### config.mk
export PLATFORM = sky130hd
export DESIGN_NAME = mem_cal_seq
export DESIGN_NICKNAME = d
export VERILOG_FILES = /design/src/rtl/mem_cal_seq.sv
export SDC_FILE = /design/constraint.sdc
export NUM_CORES = 1
export LEC_CHECK = 0
export ABC_AREA = 1
export BUFFER_PORTS_ARGS = -buffer_cell sky130_fd_sc_hd__buf_2
export CORE_MARGIN = 8
export CORE_UTILIZATION = 58
export CTS_CLUSTER_SIZE = 25
export DETAILED_ROUTE_END_ITERATION = 12
export HOLD_SLACK_MARGIN = 0.02
export PLACE_DENSITY = 0.8
export SLEW_MARGIN = 10
export SYNTH_ARGS = -nofsm -noshare
export SYNTH_HDL_FRONTEND = slang
export SYNTH_SLANG_ARGS = --single-unit
### constraint.sdc
create_clock -name clk -period 1.95 [get_ports clk]
set_input_delay 0.39 -clock clk [delete_from_list [all_inputs] [get_ports clk]]
set_output_delay 0.39 -clock clk [all_outputs]
set_load 0.01 [all_outputs]
### src/rtl/mem_cal_seq.sv
// Power-up sequencer for the memory interfaces and the kernel clock domain.
// Order: POR settle, PLL lock, memory soft reset, calibration with retries, kernel reset, ready.
module mem_cal_seq #(
  parameter int NUM_MEM     = 6,
  parameter int POR_CYCLES  = 1024,
  parameter int RST_HOLD    = 64,
  parameter int CAL_TIMEOUT = 1048576,
  parameter int MAX_RETRY   = 3,
  parameter int KRST_HOLD   = 16,
  parameter int HB_BIT      = 24
) (
  input  logic               clk,
  input  logic               resetn,
  input  logic               npor,
  input  logic               kernel_pll_locked,
  input  logic [NUM_MEM-1:0] mem_pll_locked,
  input  logic [NUM_MEM-1:0] mem_cal_success,
  input  logic [NUM_MEM-1:0] mem_cal_fail,
  output logic [NUM_MEM-1:0] mem_soft_reset_n,
  output logic               kernel_reset_n,
  output logic               sys_ready,
  output logic               error,
  output logic [1:0]         retry_cnt,
  output logic [7:0]         leds
);

  localparam logic [2:0] ST_POR   = 3'd0;
  localparam logic [2:0] ST_PLL   = 3'd1;
  localparam logic [2:0] ST_MRST  = 3'd2;
  localparam logic [2:0] ST_CAL   = 3'd3;
  localparam logic [2:0] ST_KRST  = 3'd4;
  localparam logic [2:0] ST_READY = 3'd5;
  localparam logic [2:0] ST_FAIL  = 3'd6;

  localparam int SW    = 2 + 3 * NUM_MEM;
  localparam int MAX_A = (POR_CYCLES > RST_HOLD) ? POR_CYCLES : RST_HOLD;
  localparam int MAX_B = (CAL_TIMEOUT > KRST_HOLD) ? CAL_TIMEOUT : KRST_HOLD;
  localparam int CW    = $clog2(((MAX_A > MAX_B) ? MAX_A : MAX_B) + 1);

  logic [SW-1:0]      sync1_q, sync2_q;
  logic               npor_s, kpll_s, all_locked_s, cal_fail_s;
  logic [NUM_MEM-1:0] mem_pll_s, cal_ok_s, cal_bad_s;
  logic [2:0]         state_q, state_d;
  logic [CW-1:0]      cnt_q, cnt_d;
  logic [1:0]         retry_q, retry_d;
  logic [HB_BIT:0]    hb_q;
  logic               mem_on_d, ready_d, error_d;

  assign npor_s    = sync2_q[SW-1];
  assign kpll_s    = sync2_q[SW-2];
  assign mem_pll_s = sync2_q[3*NUM_MEM-1 -: NUM_MEM];
  assign cal_ok_s  = sync2_q[2*NUM_MEM-1 -: NUM_MEM];
  assign cal_bad_s = sync2_q[NUM_MEM-1:0];

  assign all_locked_s = kpll_s & (&mem_pll_s);
  // A timeout or a fail flag wins over a coincident success.
  assign cal_fail_s   = (|cal_bad_s) | (cnt_q == CW'(CAL_TIMEOUT - 1));

  // Next-state, shared phase counter and retry bookkeeping.
  always_comb begin
    state_d = state_q;
    cnt_d   = '0;
    retry_d = retry_q;
    if (!npor_s) begin
      state_d = ST_POR;
      retry_d = 2'd0;
    end else begin
      case (state_q)
        ST_POR: begin
          if (cnt_q == CW'(POR_CYCLES - 1)) state_d = ST_PLL;
          else                              cnt_d   = cnt_q + CW'(1);
        end
        ST_PLL: begin
          if (all_locked_s) state_d = ST_MRST;
          else              state_d = ST_PLL;
        end
        ST_MRST: begin
          if (cnt_q == CW'(RST_HOLD - 1)) state_d = ST_CAL;
          else                            cnt_d   = cnt_q + CW'(1);
        end
        ST_CAL: begin
          if (cal_fail_s) begin
            if (retry_q < 2'(MAX_RETRY)) begin
              retry_d = retry_q + 2'd1;
              state_d = ST_MRST;
            end else begin
              state_d = ST_FAIL;
            end
          end else if (&cal_ok_s) begin
            state_d = ST_KRST;
          end else begin
            cnt_d = cnt_q + CW'(1);
          end
        end
        ST_KRST: begin
          if (cnt_q == CW'(KRST_HOLD - 1)) state_d = ST_READY;
          else                             cnt_d   = cnt_q + CW'(1);
        end
        ST_READY: begin
          if (!all_locked_s) state_d = ST_PLL;
          else               state_d = ST_READY;
        end
        ST_FAIL:  state_d = ST_FAIL;
        default:  state_d = ST_POR;
      endcase
    end
  end

  assign mem_on_d = (state_d == ST_CAL) | (state_d == ST_KRST) | (state_d == ST_READY);
  assign ready_d  = (state_d == ST_READY);
  assign error_d  = (state_d == ST_FAIL);

  // Input synchronizers, FSM state and outputs all register on the same edge.
  always_ff @(posedge clk or negedge resetn) begin
    if (!resetn) begin
      sync1_q          <= '0;
      sync2_q          <= '0;
      state_q          <= ST_POR;
      cnt_q            <= '0;
      retry_q          <= 2'd0;
      hb_q             <= '0;
      mem_soft_reset_n <= '0;
      kernel_reset_n   <= 1'b0;
      sys_ready        <= 1'b0;
      error            <= 1'b0;
      retry_cnt        <= 2'd0;
      leds             <= 8'h00;
    end else begin
      sync1_q          <= {npor, kernel_pll_locked, mem_pll_locked, mem_cal_success, mem_cal_fail};
      sync2_q          <= sync1_q;
      state_q          <= state_d;
      cnt_q            <= cnt_d;
      retry_q          <= retry_d;
      hb_q             <= hb_q + {{HB_BIT{1'b0}}, 1'b1};
      mem_soft_reset_n <= mem_on_d ? '1 : '0;
      kernel_reset_n   <= ready_d;
      sys_ready        <= ready_d;
      error            <= error_d;
      retry_cnt        <= retry_d;
      leds             <= {hb_q[HB_BIT], error_d, ready_d, retry_d, state_d};
    end
  end

endmodule

# --- Yosys cells after proc, flatten, opt, wreduce, memory -nomap -nowiden ---
# Index checks and enable logic that the tools add are counted.
totals:
  output_inout_bits: 19
  regBits: 107
  inputBits: 22
op_classes:
  magnitude_cmp: 1
  bitwise: 4
  eq_ne: 14
  n_reduce_logical: 4
  addsub: 3
  muxes: 22
op_table:
  columns: ["cell", "n"]
  rows:
  - ["21-bit 2-to-1 mux", 6]
  - ["21-bit case mux with 4 select lines", 1]
  - ["25-bit by 1-bit adder with 25-bit output (second input constant)", 1]
  - ["3-bit 2-to-1 mux", 8]
  - ["21-bit by 1-bit adder with 21-bit output (second input constant)", 1]
  - ["21-bit by 10-bit equality test with 1-bit output (second input constant)", 1]
  - ["21-bit by 20-bit equality test with 1-bit output (second input constant)", 1]
  - ["21-bit by 4-bit equality test with 1-bit output (second input constant)", 1]
  - ["21-bit by 6-bit equality test with 1-bit output (second input constant)", 1]
  - ["3-bit case mux with 7 select lines", 1]
  - ["3-bit equality test (second input constant)", 6]
  - ["6-bit AND reduction", 2]
  - ["2-bit 2-to-1 mux", 5]
  - ["3-bit by 2-bit equality test with 1-bit output (second input constant)", 3]
  - ["6-bit 2-to-1 mux", 1]
  - ["6-bit OR reduction", 1]
  - ["3-bit by 1-bit equality test with 1-bit output (second input constant)", 1]
  - ["3-bit zero test", 1]
  - ["1-bit bitwise OR", 3]
  - ["2-bit by 1-bit adder with 2-bit output (second input constant)", 1]
  - ["2-bit < comparator (second input constant)", 1]
  - ["1-bit bitwise AND", 1]

# --- Logic depth before layout (Yosys ltp) ---
# Gate-level depths: netlist of the first run.
logic_depth:
  ltp_word: 9
  depth_mapped: 13

# --- Worst setup path after synthesis of the first run ---
# No wires, ideal clock.
synth_timing:
  kind: "register -> register"
  start: "reg cnt_q[0]"
  end: "reg cnt_q[6]"
  synth_period_minus_slack_ns: 1.632
  arrival_time_ns: 1.509
  path_stages_with_launch: 12
  path_slack_ns: 0.318
  setup_ns: 0.122
  path_buffers: 1
  cell_sequence: "dfrtp_1 ha_1 nand3_4 inv_2 nand3_2 nor2_2 nand2_1 nand2_2 nand4_4 nand2_4 buf_12 nor2_2"
synth_between:
  elab_chain_cells: 5
  word_cells_on_any_way: 13
  cone_classes: "1 x add/sub; 4 x eq/ne; 7 x mux; 1 x bitwise"
synth_rtl:
  columns: ["item", "line_no", "rtl"]
  rows:
  - ["from (decl)", "44", "logic [CW-1:0] cnt_q, cnt_d;"]
  - ["from (signal assigned)", "132", "cnt_q <= cnt_d;"]
  - ["21-bit by 1-bit adder with 21-bit output or 21-bit by 20-bit equality test with 1-bit output (tied branches)", null, null]
  - ["21-bit 2-to-1 mux or 1-bit bitwise OR (tied branches)", "89, 57", null]
  - ["21-bit 2-to-1 mux", "82", "if (cal_fail_s) begin"]
  - ["21-bit case mux with 4 select lines (*)", "68", "case (state_q)"]
  - ["21-bit 2-to-1 mux (*)", "64", "if (!npor_s) begin"]
  - ["named net cnt_d[6]", "44", null]
# The timed path passes the listed nets; every way through them passes the cells marked *.

# --- Final worst setup path of the first run ---
layout_timing:
  start: "reg cnt_q[0]"
  end: "reg cnt_q[15]"
# The elaborated chain is that of the path after synthesis.

==> results list, run 1 <==
- Once placement completed, the tool counted placed cells totaling approximately 540.
- Relative contribution of combinational cells to total power: 0.031
- The internal power of the cells totals roughly 0.0028 W.
- TritonCTS built the clock tree.
- Derived from the worst setup path, the maximum achievable clock frequency is 563.4 MHz.
* Mean instance size in the synthesized netlist: just over 10 sq um
- Critical Path RT: ~2.2 ns
- Largest family of logic cells by synthesized area: simple AND/OR/NAND/NOR gates
- Power Dens Cells: approximately 760 nW/um^2
- After detailed routing, the total wire length is ~7200 um.
- In the synthesized netlist the dominant register cell turns out to be sky130_fd_sc_hd__dfrtp_1.
* Die width: around 100 um
- Yosys Warn Count: 0
* Ratio of final minimum period to clock period: 0.9102
* Pin count of the biggest net entering global routing: 31
* Final-report hold violation count: 0
* ANT nets after route: 0
* Via count of the first global-routing pass: between 2000 and 3000
- Boundary Pins: 41
- The path class of the tightest hold or removal check is input port to register.
* Flip-flop and latch count after synthesis: 95
* Net total in the final layout: between 400 and 500
- Routed via count divided by cell count: about 5.0
* Slew at the pin with the worst max-slew slack: 0.5707 ns
- Number of distinct standard cells referenced by the synthesized netlist: 36
- Compound-gate portion of the synthesized area: 0.02435
- In this run the deepest clock path goes through 2 buffers.
- Of the total synthesized cell area, the portion taken by full adders, half adders and majority gates is 0.009130.
- Layout cells sized above 1: 0.2473
- In this run, the number of DRC markers left after iteration 0 of detailed routing was approximately 110.
* Area of the core: around 6800 sq um
- After the flow finishes, the layout carries non-filler instances totaling 553.
- In the synthesized netlist, the number of instances is ~410.
- Of the total synthesized cell area, the portion taken by AND, OR, NAND and NOR gates is 0.2535.
- Routed length on met3: around 350 um
- Summed negative setup slack over all endpoints: 0 ns
* Critical Path Fanout Max: 18
- Across the run, the number of max-cap violations was 0.
- Run status: finished, final reports clean
* Setup Crit Path Kind: register to register
- Max Used Layer: met4
* Initial Util: 0.6018
- The HPWL after detailed placement is between 5000 and 6000 um.
* Area growth from synthesis to final layout: 12.99%
* Cell Chain, Critical Path: ha_1 > nand3_4 > inv_2 > nand3_2 > nor2_2 > nand2_1 > nand2_2 > nand4_4 > nand2_8 > nor3_1
- The congestion estimate from routability-driven global placement came to 0.9000.
* Count of final max-slew check failures: 0
* Num CTS Buffers: 9
* Multiplexer share of the synthesized area: 0
- Standby leakage power: roughly 2.3 nW
* Final number of setup-violating endpoints: 0
* Number of enable-type register cells in the synthesized netlist: 0
* Post-synthesis net count: approximately 430
* Final design instance area without fill: 4646 sq um
- Total routing usage reported by global routing: 0.1640
- Switching pwr: about 0.00073 W
- Sequential-to-total area share from yosys stat: 0.5782
* Fraction of power spent switching nets: 0.2073
* Global-route wire length before repair: ~13000 um
- In the synthesized netlist the async set-or-reset flop fraction comes to 1.000.
- Synthesized cell area: about 4100 sq um
- Input and output buffers added on the ports amount to 40.
- Of the total synthesized cell area, the portion taken by XOR and XNOR cells is 0.06391.
- Buffer count from post-CTS setup fixing: 0
* Capturing element type of the critical path: register
- STA classifies the critical path startpoint as a register.
* Period minus WS final: roughly 1.8 ns
- Clock edge transition at the registers on the reported setup and hold paths: ~0.090 ns
- OpenSTA, run right after detailed placement, puts the worst setup slack at ~0.15 ns.
- Clock root buffer: sky130_fd_sc_hd__clkbuf_8
- The detailed router put a total of 2986 um of wire on met1.
- Wire length on met2: about 3700 um
- Antenna Cells: 0
- The layout has between 500 and 600 filler cells.
- Part of the power in registers: 0.574
- For this run, the slowest stage of the critical path takes approximately 0.4 ns.
* Initial antenna violation count: 0
- Detailed-router iteration count before antenna repair: 4
- Headroom to the max-slew limit came out at 0.6188.
* Total via count in the routed design: around 2800
- Fraction of power consumed by the clock network: 0.395
- On the critical path, the stage with the largest delay is an instance of sky130_fd_sc_hd__dfrtp_1.
* Crit path arrival time: ~2 ns
* DP Area: between 4000 and 5000 sq um
- Final clock skew: between 0.01 and 0.015 ns
- Total Power Consumption: 0.003538 W
* TritonCTS Sinks: between 90 and 100
- The die covers approximately 10000 sq um.
* Overflow left after global routing: 0
- In this run the core area contains 30 standard-cell rows.
- Worst Setup Slack, final: around 0.18 ns
- Routed length per instance: roughly 13 um
- Clock insertion delay at the later pin of the skew report: 0.36 ns
* Largest vdd supply drop: ~0.57 mV
* Vert. Die Dim: about 100 um
* H-tree levels: 3
- After detailed routing, the number of remaining DRC violations is 0.
==> power by group through the flow <==
stage | registers, W | logic, W | clock network (W)
after floorplan | 0.00207 | 0.0000361 | 0
after CTS | 0.00203 | 0.000112 | 0.00146
final | 0.00203 | 0.000110 | 0.00140
after global routing | 0.00204 | 0.000128 | 0.00153
after global placement | 0.00207 | 0.000105 | 0
after detailed placement | 0.00207 | 0.000110 | 0
==> Yosys cell counts (2+ instances only) <==
cell type                 instances  area [sq um]
sky130_fd_sc_hd__ha_1             3         37.54
sky130_fd_sc_hd__dfrtp_1         95          2377
sky130_fd_sc_hd__a21oi_1          5         25.02
sky130_fd_sc_hd__xnor2_1         17         148.9
sky130_fd_sc_hd__nor2_2          18         112.6
sky130_fd_sc_hd__inv_1           47         176.4
sky130_fd_sc_hd__nor3_1          14         70.07
sky130_fd_sc_hd__o21ai_0          5         25.02
sky130_fd_sc_hd__nor3_2           3         30.03
sky130_fd_sc_hd__xor2_1          13         113.9
sky130_fd_sc_hd__nand2_1         72         270.3
sky130_fd_sc_hd__buf_4           10         75.07
sky130_fd_sc_hd__nand3_4          2         35.03
sky130_fd_sc_hd__nor2_1          40         150.1
sky130_fd_sc_hd__nand3_2          4         40.04
sky130_fd_sc_hd__nand2_2          9         56.30
sky130_fd_sc_hd__inv_2            4         15.01
sky130_fd_sc_hd__or2_2            2         12.51
sky130_fd_sc_hd__nor2_4           4         45.04
sky130_fd_sc_hd__nand4_1         10         62.56
sky130_fd_sc_hd__nand3_1         16         80.08
==> worst paths after layout <==
path	cells past startpoint	endpoint	slack, ns	startpoint
worst max-delay path	10	cnt_q[15]	0.18	cnt_q[0]
worst min-delay path	1	sync1_q[14]	0.14	mem_pll_locked[2]
worst max register to register	10	cnt_q[15]	0.18	cnt_q[0]
worst min register to register	0	sync2_q[0]	0.35	sync1_q[0]
max in group asynchronous	3	sync2_q[2]	0.85	resetn
min in group asynchronous	2	cnt_q[2]	0.52	resetn
==> sequential cells by signal, summed over array words and instances, names as in the netlist <==
signal            flops
hb_q                 25
state_q               2
mem_soft_reset_n      1
sync2_q              20
sync1_q              20
cnt_q                21
retry_q               1
leds                  5
==> routing by layer <==
layer | up-vias | global-route usage
li1 | 1361 | -
met1 | 1342 | 0.1843
met2 | 66 | 0.2774
met3 | 10 | 0.05882
met4 | 0 | 0.06512
met5 | - | 0
==> per-stage QoR <==
stage / hold WS [ns] / util
CTS: 0.1105 / 0.6773
global route: 0.09781 / 0.6800
finish: 0.1353 / 0.6800
global placement: 0.3313 / 0.6436
detailed placement: 0.3347 / 0.6436
floorplan: 0.09441 / -
==> worst max-delay path: cells and delay by family (launching register included) <==
| kind | cells | cell delay [ns] |
|---|---|---|
| simple gates | 8 | 0.91 |
| flops | 1 | 0.40 |
| fa+ha+maj | 1 | 0.24 |
| buf+inv | 1 | 0.09 |
==> what timing repair did <==
action	4_1_cts	5_1_grt
resized for setup	0	3
hold buffers	1	0
hold endpoints to repair	27	0
endpoints found under the setup margin	0	18
==> cells in the final DEF, fill, tap and decap left out, drive strengths merged <==
master,netlist,layout
dlygate4sd3,0,1
buf,12,45
dfrtp,95,95
clkinv,0,3
nor3b,1,1
a41oi,1,1
a21oi,6,6
bufinv,0,2
nor3,18,18
nor4,1,1
nand4,11,11
xnor2,17,17
nor4b,1,1
xor2,13,13
clkbuf,0,10
a31oi,1,1
nand3,22,22
ha,3,3
or2,3,3
o22ai,1,1
nand2,82,82
inv,51,51
o21ai,5,5
nor2,62,62
a211oi,2,2
==> area by class of cell <==
cell class	instances	area [sq um]	share of cell area
inverters	51	191.4	0.04121
well taps	96	120.1	0.02586
clock buffers	10	137.6	0.02963
multi-input cells	250	1461	0.3146
repair buffers	46	275.3	0.05925
clock inverters	5	82.58	0.01778
flip-flops and latches	95	2377	0.5117
==> kinds of logic (layout without fill, tap and decap cells) <==
kind of cell    count (synthesis)  count (layout)
xor+xnor                       30              30
simple gates                  201             201
compound gates                 16              16
buf+inv                        63             112
flops                          95              95
fa+ha+maj                       3               3
No activity file was read; power rests on OpenSTA's default activity.
==> run 2, diff against run 1 <==
--- a/config.mk
+++ b/config.mk
@@ -8,11 +8,11 @@
 export ABC_AREA = 1
 export BUFFER_PORTS_ARGS = -buffer_cell sky130_fd_sc_hd__buf_2
 export CORE_MARGIN = 8
-export CORE_UTILIZATION = 58
+export CORE_UTILIZATION = 40
 export CTS_CLUSTER_SIZE = 25
 export DETAILED_ROUTE_END_ITERATION = 12
 export HOLD_SLACK_MARGIN = 0.02
-export PLACE_DENSITY = 0.8
+export PLACE_DENSITY = 0.59
 export SLEW_MARGIN = 10
 export SYNTH_ARGS = -nofsm -noshare
 export SYNTH_HDL_FRONTEND = slang
==> run 2 against run 1 <==
Against the previous run: clock power shrank 5%; flip-flop and latch count is the same; total power down 2.1%; routed wire length fell by 4.5%; sequential power about the same; clock skew shrank 0.0016 ns; critical path type unchanged; non-clock buffer count did not move; design area rose by 0.40%; hold slack worse by 0.0058 ns; critical endpoint unchanged; sequential share of layout area is 0.21 points lower.
==> results list, run 2 (synthesis gave the netlist of run 1 again) <==
- Most numerous cell on the critical path: sky130_fd_sc_hd__nor3_1
- The width of the die is 117.4 um (+17%).
- The clock buffer count from CTS came to 9 (unchanged).
* Slew at the pin with the worst max-slew slack: 0.6075 ns (+0.03678 ns)
* Flop-to-flop setup slack: 0.19 ns (+0.02 ns)
* Routed via count divided by cell count: 4.513 (-10%)
- Cell Count, Final, Fillers Out: 594 (+7.4%)
* Clock edge transition at the registers on the reported setup and hold paths: 0.09 ns (about the same)
- Rel. slew slack: 0.5943 (-0.02456)
- Number of buffer and inverter stages on the critical path: 0 (-1)
- The library cell used most frequently in the layout, excluding fill and tap cells, is sky130_fd_sc_hd__dfrtp_1.
- Routed length per instance: 11.55 um (-11%)
- ANT nets after route: 0 (unchanged)
* Routed length on met3: 315 um (-9.5%)
- The vias after detailed routing is 2681 (-3.5%).
- The standard-cell row count was 37 (+23%).
* Power Dens Cells: 742.9 nW/um^2 (-2.5%)
- Global-route wire length before repair: 12170 um (-6.0%)
* Initial antenna violation count: 0 (unchanged)
- The total congestion overflow after global routing was 0 (unchanged).
* Standby leakage power: 2.258 nW (-0.92%)
- The share of the cycle needed by the critical path after routing is 0.9018 (-0.008456).
- The initial standard-cell utilization of the core was 0.4055 (-0.1963).
* Final-report hold violation count: 0 (unchanged)
- The worst-skew pair later-pin latency came to 0.36 ns (about the same).
- The number of top-level design ports is 41 (unchanged).
- Largest registers: hb_q: 25 flops, cnt_q: 21 flops
- Antenna Cells: 0 (unchanged)
- The placeable core area came to 10140 sq um (+48%).
- Kind of cell adding the most delay to the critical path: simple AND/OR/NAND/NOR gates
- The number of maximum-capacitance constraint violations is 0 (unchanged).
* Placed wire-length estimate: 5034 um (-5.7%)
* Hold Crit Class: input port to register
- The count of buffers inserted at the top-level ports is 40 (unchanged).
- Run status: finished, final reports clean
- The number of setup buffers added after CTS is 0 (unchanged).
* Critical Path Fanout Max: 18 (unchanged)
* Total routing usage reported by global routing: 0.1066 (-0.05748)
- The die footprint was 13780 sq um (+37%).
- The timing-limited maximum frequency is 568.7 MHz (+0.94%).
- The worst hold margin came to 0.1295 ns (-0.005757 ns).
* Met1 wire length: 3110 um (+4.2%)
- The first-pass detailed-route iteration total was 4 (unchanged).
* Final clock skew: 0.009758 ns (-0.001617 ns)
- Vert. Die Dim: 117.4 um (+17%)
* Setup repair after global routing missed its margin: false
* Clock root buffer: sky130_fd_sc_hd__clkbuf_8
- Register name with the most flops: hb_q
* Net total in the final layout: 478 (unchanged)
- Max Used Layer: met4
- The final max-slew violation count came to 0 (unchanged).
* Pin count of the biggest net entering global routing: 38 (+23%)
- Category of the worst setup path launch point: register
* Clock Path Buffers: 2 (unchanged)
* Period minus WS final: 1.758 ns (-0.01649 ns)
* Largest vdd supply drop: 0.5934 mV (+4.0%)
- The number of flip-flops under the largest register name was 25 (unchanged).
- Highest-count cells in the layout ignoring fill and taps: sky130_fd_sc_hd__dfrtp_1 (95), sky130_fd_sc_hd__nand2_1 (72), sky130_fd_sc_hd__inv_1 (47)
* Capturing element type of the critical path: register
* Summed negative setup slack over all endpoints: 0 ns (unchanged)
- Crit path arrival time: 2.00 ns (about the same)
- Setup Crit Path Kind: register to register
- The required time of the critical path is 2.19 ns (about the same).
- The wire length on met2 was 3331 um (-11%).
- The area of all placed cells without fillers was 4664 sq um (+0.40%).
- The detailed router's first-iteration violation count was 134 (+18%).
* Cells after DPL: 577 (+7.4%)
- Routability congestion estimate from global placement: 0.8296 (-7.8%)
* Drc violations: 0 (unchanged)
- The fraction of layout cells with a size suffix above 1 was 0.2445 (-0.002723).
- The number of global-route vias before repair was 2758 (-7.1%).
- TritonCTS built the clock tree.
- The area growth from synthesis to layout is 13.45%.
* Slowest CP cell: sky130_fd_sc_hd__dfrtp_1
- The CTS sink count was 95 (unchanged).
- Final number of setup-violating endpoints: 0 (unchanged)
- The cell area after placement came to 4434 sq um (+0.85%).
- Total routed wirelength: 6860 um (-4.5%)
- The delay of the slowest critical-path stage is 0.41 ns (about the same).
- Cell Chain, Critical Path: ha_2 > nand3_4 > nor3_1 > nand3_1 > nand2_1 > nand4_4 > nand2_8 > nor3_1
* H-tree levels: 3 (unchanged)
[run 2: changes by cell type in the layout (fill, tap and decap cells not counted), sizes merged]
cell	delta
clkbuf	+2
clkinvlp	+2
clkinv	-2
bufinv	-1
[run 2: repair_timing]
action                                 in CTS  in global routing
resized for setup                           0                  2
setup endpoints to repair                   0                 19
endpoints found under the hold margin      33                  0
hold buffers                                1                  0
[run 2: worst paths after layout]
kind | startpoint | to | cells after the start
min | mem_cal_success[0] | sync1_q[6] | 1
max in group asynchronous | resetn | sync1_q[8] | 3
min in group asynchronous | resetn | cnt_q[8] | 2
min reg2reg | sync1_q[8] | sync2_q[8] | 0
max reg2reg | cnt_q[0] | cnt_q[15] | 8
max | cnt_q[0] | cnt_q[15] | 8
[run 2: stage by stage]
| step | utilization | setup WS (ns) | total power (W) |
|---|---|---|---|
| after floorplan | - | 0.3182 | 0.002102 |
| after global routing | 0.4601 | 0.0003553 | 0.003628 |
| after global placement | 0.4374 | 0.1936 | 0.002174 |
| final | 0.4601 | 0.1915 | 0.003465 |
| after detailed placement | 0.4374 | 0.1179 | 0.002179 |
| after CTS | 0.4590 | 0.1047 | 0.003537 |
[run 2: layout make-up]
| cell class | count | area (sq um) |
|---|---|---|
| clock buffers | 12 | 155.1 |
| clock inverters | 4 | 53.80 |
| well taps | 136 | 170.2 |
| flip-flops and latches | 95 | 2377 |
| repair buffers | 46 | 262.8 |
| fillers | 964 | 5474 |
| inverters | 51 | 191.4 |
| multi-input cells | 250 | 1454 |
[run 2: where the power goes]
| group | switching [W] | internal, W | leakage (nW) |
|---|---|---|---|
| clock network | 0.000662 | 0.000666 | 0.0988 |
| logic | 0.0000699 | 0.0000372 | 0.941 |
| registers | 0.0000157 | 0.00201 | 1.22 |
| total | 0.000748 | 0.00272 | 2.26 |
[run 2: metal layers]
layer  vias to the layer above  global-route usage
met5                         -                   0
met4                         0             0.04136
met2                        47              0.1776
met1                      1267              0.1238
met3                        11             0.03597
li1                       1356                   -
==> run 3, diff against run 2 <==
--- a/config.mk
+++ b/config.mk
@@ -12,6 +12,7 @@
 export CTS_CLUSTER_SIZE = 25
 export DETAILED_ROUTE_END_ITERATION = 12
 export HOLD_SLACK_MARGIN = 0.02
+export MAX_ROUTING_LAYER = met4
 export PLACE_DENSITY = 0.59
 export SLEW_MARGIN = 10
 export SYNTH_ARGS = -nofsm -noshare
==> run 3 against run 2 <==
Against the previous run: clock skew is essentially flat; critical path depth unchanged; routed wire length down 0.31%; count of clock-buffer cells in the layout did not move; die area did not move.
==> results list, run 3 (synthesis gave the netlist of run 1 again) <==
- The total number of nets in the final design was 478 (unchanged).
- Count of final max-slew check failures: 0 (unchanged)
- The CTS sink count came to 95 (unchanged).
- Hold Crit Class: input port to register
- The final routed wire length divided by cell count came to 11.51 um (-0.31%).
- The standard-cell row count was 37 (unchanged).
* Flop-to-flop setup slack: 0.19 ns (about the same)
- Total routed wirelength: 6839 um (-0.31%)
- Largest vdd supply drop: 0.5936 mV (about the same)
* Global-route wire length before repair: 12160 um (about the same)
* Flip-flop count of the largest register after layout: 25 (unchanged)
- Traced cell by cell, the critical path runs through ha_2 > nand3_4 > nor3_1 > nand3_1 > nand2_1 > nand4_4 > nand2_8 > nor3_1.
- The initial standard-cell utilization of the core came to 0.4055 (unchanged).
- The number of top-level design ports is 41 (unchanged).
* Number of maximum-capacitance constraint violations: 0 (unchanged)
- Number of port buffers: 40 (unchanged)
* Setup Crit Path Kind: register to register
- Clock root buffer: sky130_fd_sc_hd__clkbuf_8
- The number of setup buffers added after CTS came to 0 (unchanged).
- Clock edge transition at the registers on the reported setup and hold paths: 0.09 ns (about the same)
- ANT nets after route: 0 (unchanged)
* Iteration-0 DRC Markers: 129 (-3.7%)
- Max stage delay on crit path: 0.41 ns (about the same)
- Area of the core: 10140 sq um (unchanged)
- TritonCTS clock tree: yes
- Category of the worst setup path launch point: register
* Power Dens Cells: 742.7 nW/um^2 (about the same)
- The vias after detailed routing is 2681 (unchanged).
- Final number of setup-violating endpoints: 0 (unchanged)
- The number of inserted diodes came to 0 (unchanged).
- The total congestion overflow after global routing came to 0 (unchanged).
* Period minus WS final: 1.761 ns (+0.002825 ns)
* Detailed-router iteration count before antenna repair: 5 (+1)
- Register name with the most flops: hb_q
- Die width: 117.4 um (unchanged)
- The worst setup path is captured at a register.
- Slowest CP cell: sky130_fd_sc_hd__dfrtp_1
* H-tree levels: 3 (unchanged)
- The final estimated routing congestion in global placement is 0.8422 (+1.5%).
- Run status: finished, final reports clean
- Leaving out fill and tap cells, the most frequent cell in the layout is sky130_fd_sc_hd__dfrtp_1.
* Pin count of the biggest net entering global routing: 38 (unchanged)
- Setup repair after global routing left no endpoint under its margin.
- The filler cell count in the final layout was 964 (unchanged).
- Area growth from synthesis to final layout: 13.45% (unchanged)
- The cell total after placement was 577 (unchanged).
* Ratio of final minimum period to clock period: 0.9032 (+0.001449)
- Placed wire-length estimate: 5034 um (unchanged)
- Most numerous cell on the critical path: sky130_fd_sc_hd__nor3_1
- The pin slew with the least headroom to its limit is 0.6104 ns (+0.002881 ns).
- Standby leakage power: 2.258 nW (unchanged)
- The worst slew margin relative to its limit came to 0.5923 (-0.001924).
- Via count of the first global-routing pass: 2757 (-0.036%)
- Die outline area: 13780 sq um (unchanged)
* Layout cells sized above 1: 0.2445 (unchanged)
- Highest Clock Rate: 567.8 MHz (-0.16%)
- The largest registers in the layout are hb_q: 25 flops, cnt_q: 21 flops.
- Critical Path RT: 2.19 ns (about the same)
* Num CTS Buffers: 9 (unchanged)
- The initial antenna violation count is 0 (unchanged).
* Routed via count divided by cell count: 4.513 (unchanged)
* Clock insertion delay at the later pin of the skew report: 0.36 ns (about the same)
* Cell Count, Final, Fillers Out: 594 (unchanged)
- The count of unresolved DRC violations after routing is 0 (unchanged).
- The overall fraction of global-route tracks in use was 0.1096 (+0.003064).
* Crit path arrival time: 2.00 ns (about the same)
- Final-report hold violation count: 0 (unchanged)
* Clock Path Buffers: 2 (unchanged)
* Summed negative setup slack over all endpoints: 0 ns (unchanged)
- Final clock skew: 0.009661 ns (-0.00009636 ns)
- Vert. Die Dim: 117.4 um (unchanged)
- Highest-count cells in the layout ignoring fill and taps: sky130_fd_sc_hd__dfrtp_1 (95), sky130_fd_sc_hd__nand2_1 (72), sky130_fd_sc_hd__inv_1 (47)
* Critical Path Fanout Max: 18 (unchanged)
-- run 3: cell type report --
| type | instances | area (sq um) | share of cell area |
|---|---|---|---|
| clock inverter | 4 | 53.80 | 0.01153 |
| tap | 136 | 170.2 | 0.03648 |
| timing repair buffer | 46 | 262.8 | 0.05633 |
| multi-input combinational | 250 | 1454 | 0.3117 |
| clock buffer | 12 | 155.1 | 0.03326 |
| sequential | 95 | 2377 | 0.5097 |
| inverter | 51 | 191.4 | 0.04104 |
-- run 3: worst max-delay path: cells and delay by family, from the launching register on --
family,cells,cell delay [ns]
adders and majority gates,1,0.23
DFF,1,0.41
and+or+nand+nor,7,1.00
-- run 3: through the flow --
stage                     cell area (sq um)  hold WS [ns]    util  total power [W]  setup WS, ns
after floorplan                        4111       0.09441       -         0.002102        0.3182
after global placement                 4434        0.3329  0.4374         0.002174        0.1936
after CTS                              4653        0.1097  0.4590         0.003537        0.1047
final                                  4664        0.1297  0.4601         0.003464        0.1887
after detailed placement               4434        0.3347  0.4374         0.002179        0.1179
after global routing                   4664        0.1007  0.4601         0.003628     0.0004832
-- run 3: power breakdown --
part / total [W] / internal (W) / switching [W]
clock: 0.00133 / 0.000666 / 0.000661
sequential: 0.00203 / 0.00201 / 0.0000157
combinational: 0.000107 / 0.0000372 / 0.0000701
total: 0.00346 / 0.00272 / 0.000747
-- run 3: final timing paths --
kind                                          from    endpoint  cells after the start
worst min register to register          sync1_q[8]  sync2_q[8]                      0
worst min-delay path            mem_cal_success[0]  sync1_q[6]                      1
worst max-delay path                      cnt_q[0]   cnt_q[15]                      8
max in group asynchronous                   resetn  sync1_q[8]                      3
min in group asynchronous                   resetn    cnt_q[8]                      2
worst max register to register            cnt_q[0]   cnt_q[15]                      8
-- run 3: per-layer routing --
layer  global-route usage  wire (um)  share of wire  up-vias
li1                     -          -              -     1358
met1               0.1241       3113           0.46     1262
met2               0.1776       3303           0.48       47
met3              0.03549        307          0.045       14
met4              0.04136        114          0.017        0
met5                    -          0              0        -
-- run 3: timing repair --
action / CTS / global route
setup endpoints to repair: 0 / 19
hold buffers: 1 / 0
endpoints found under the hold margin: 33 / 0
gates resized for setup: 0 / 2
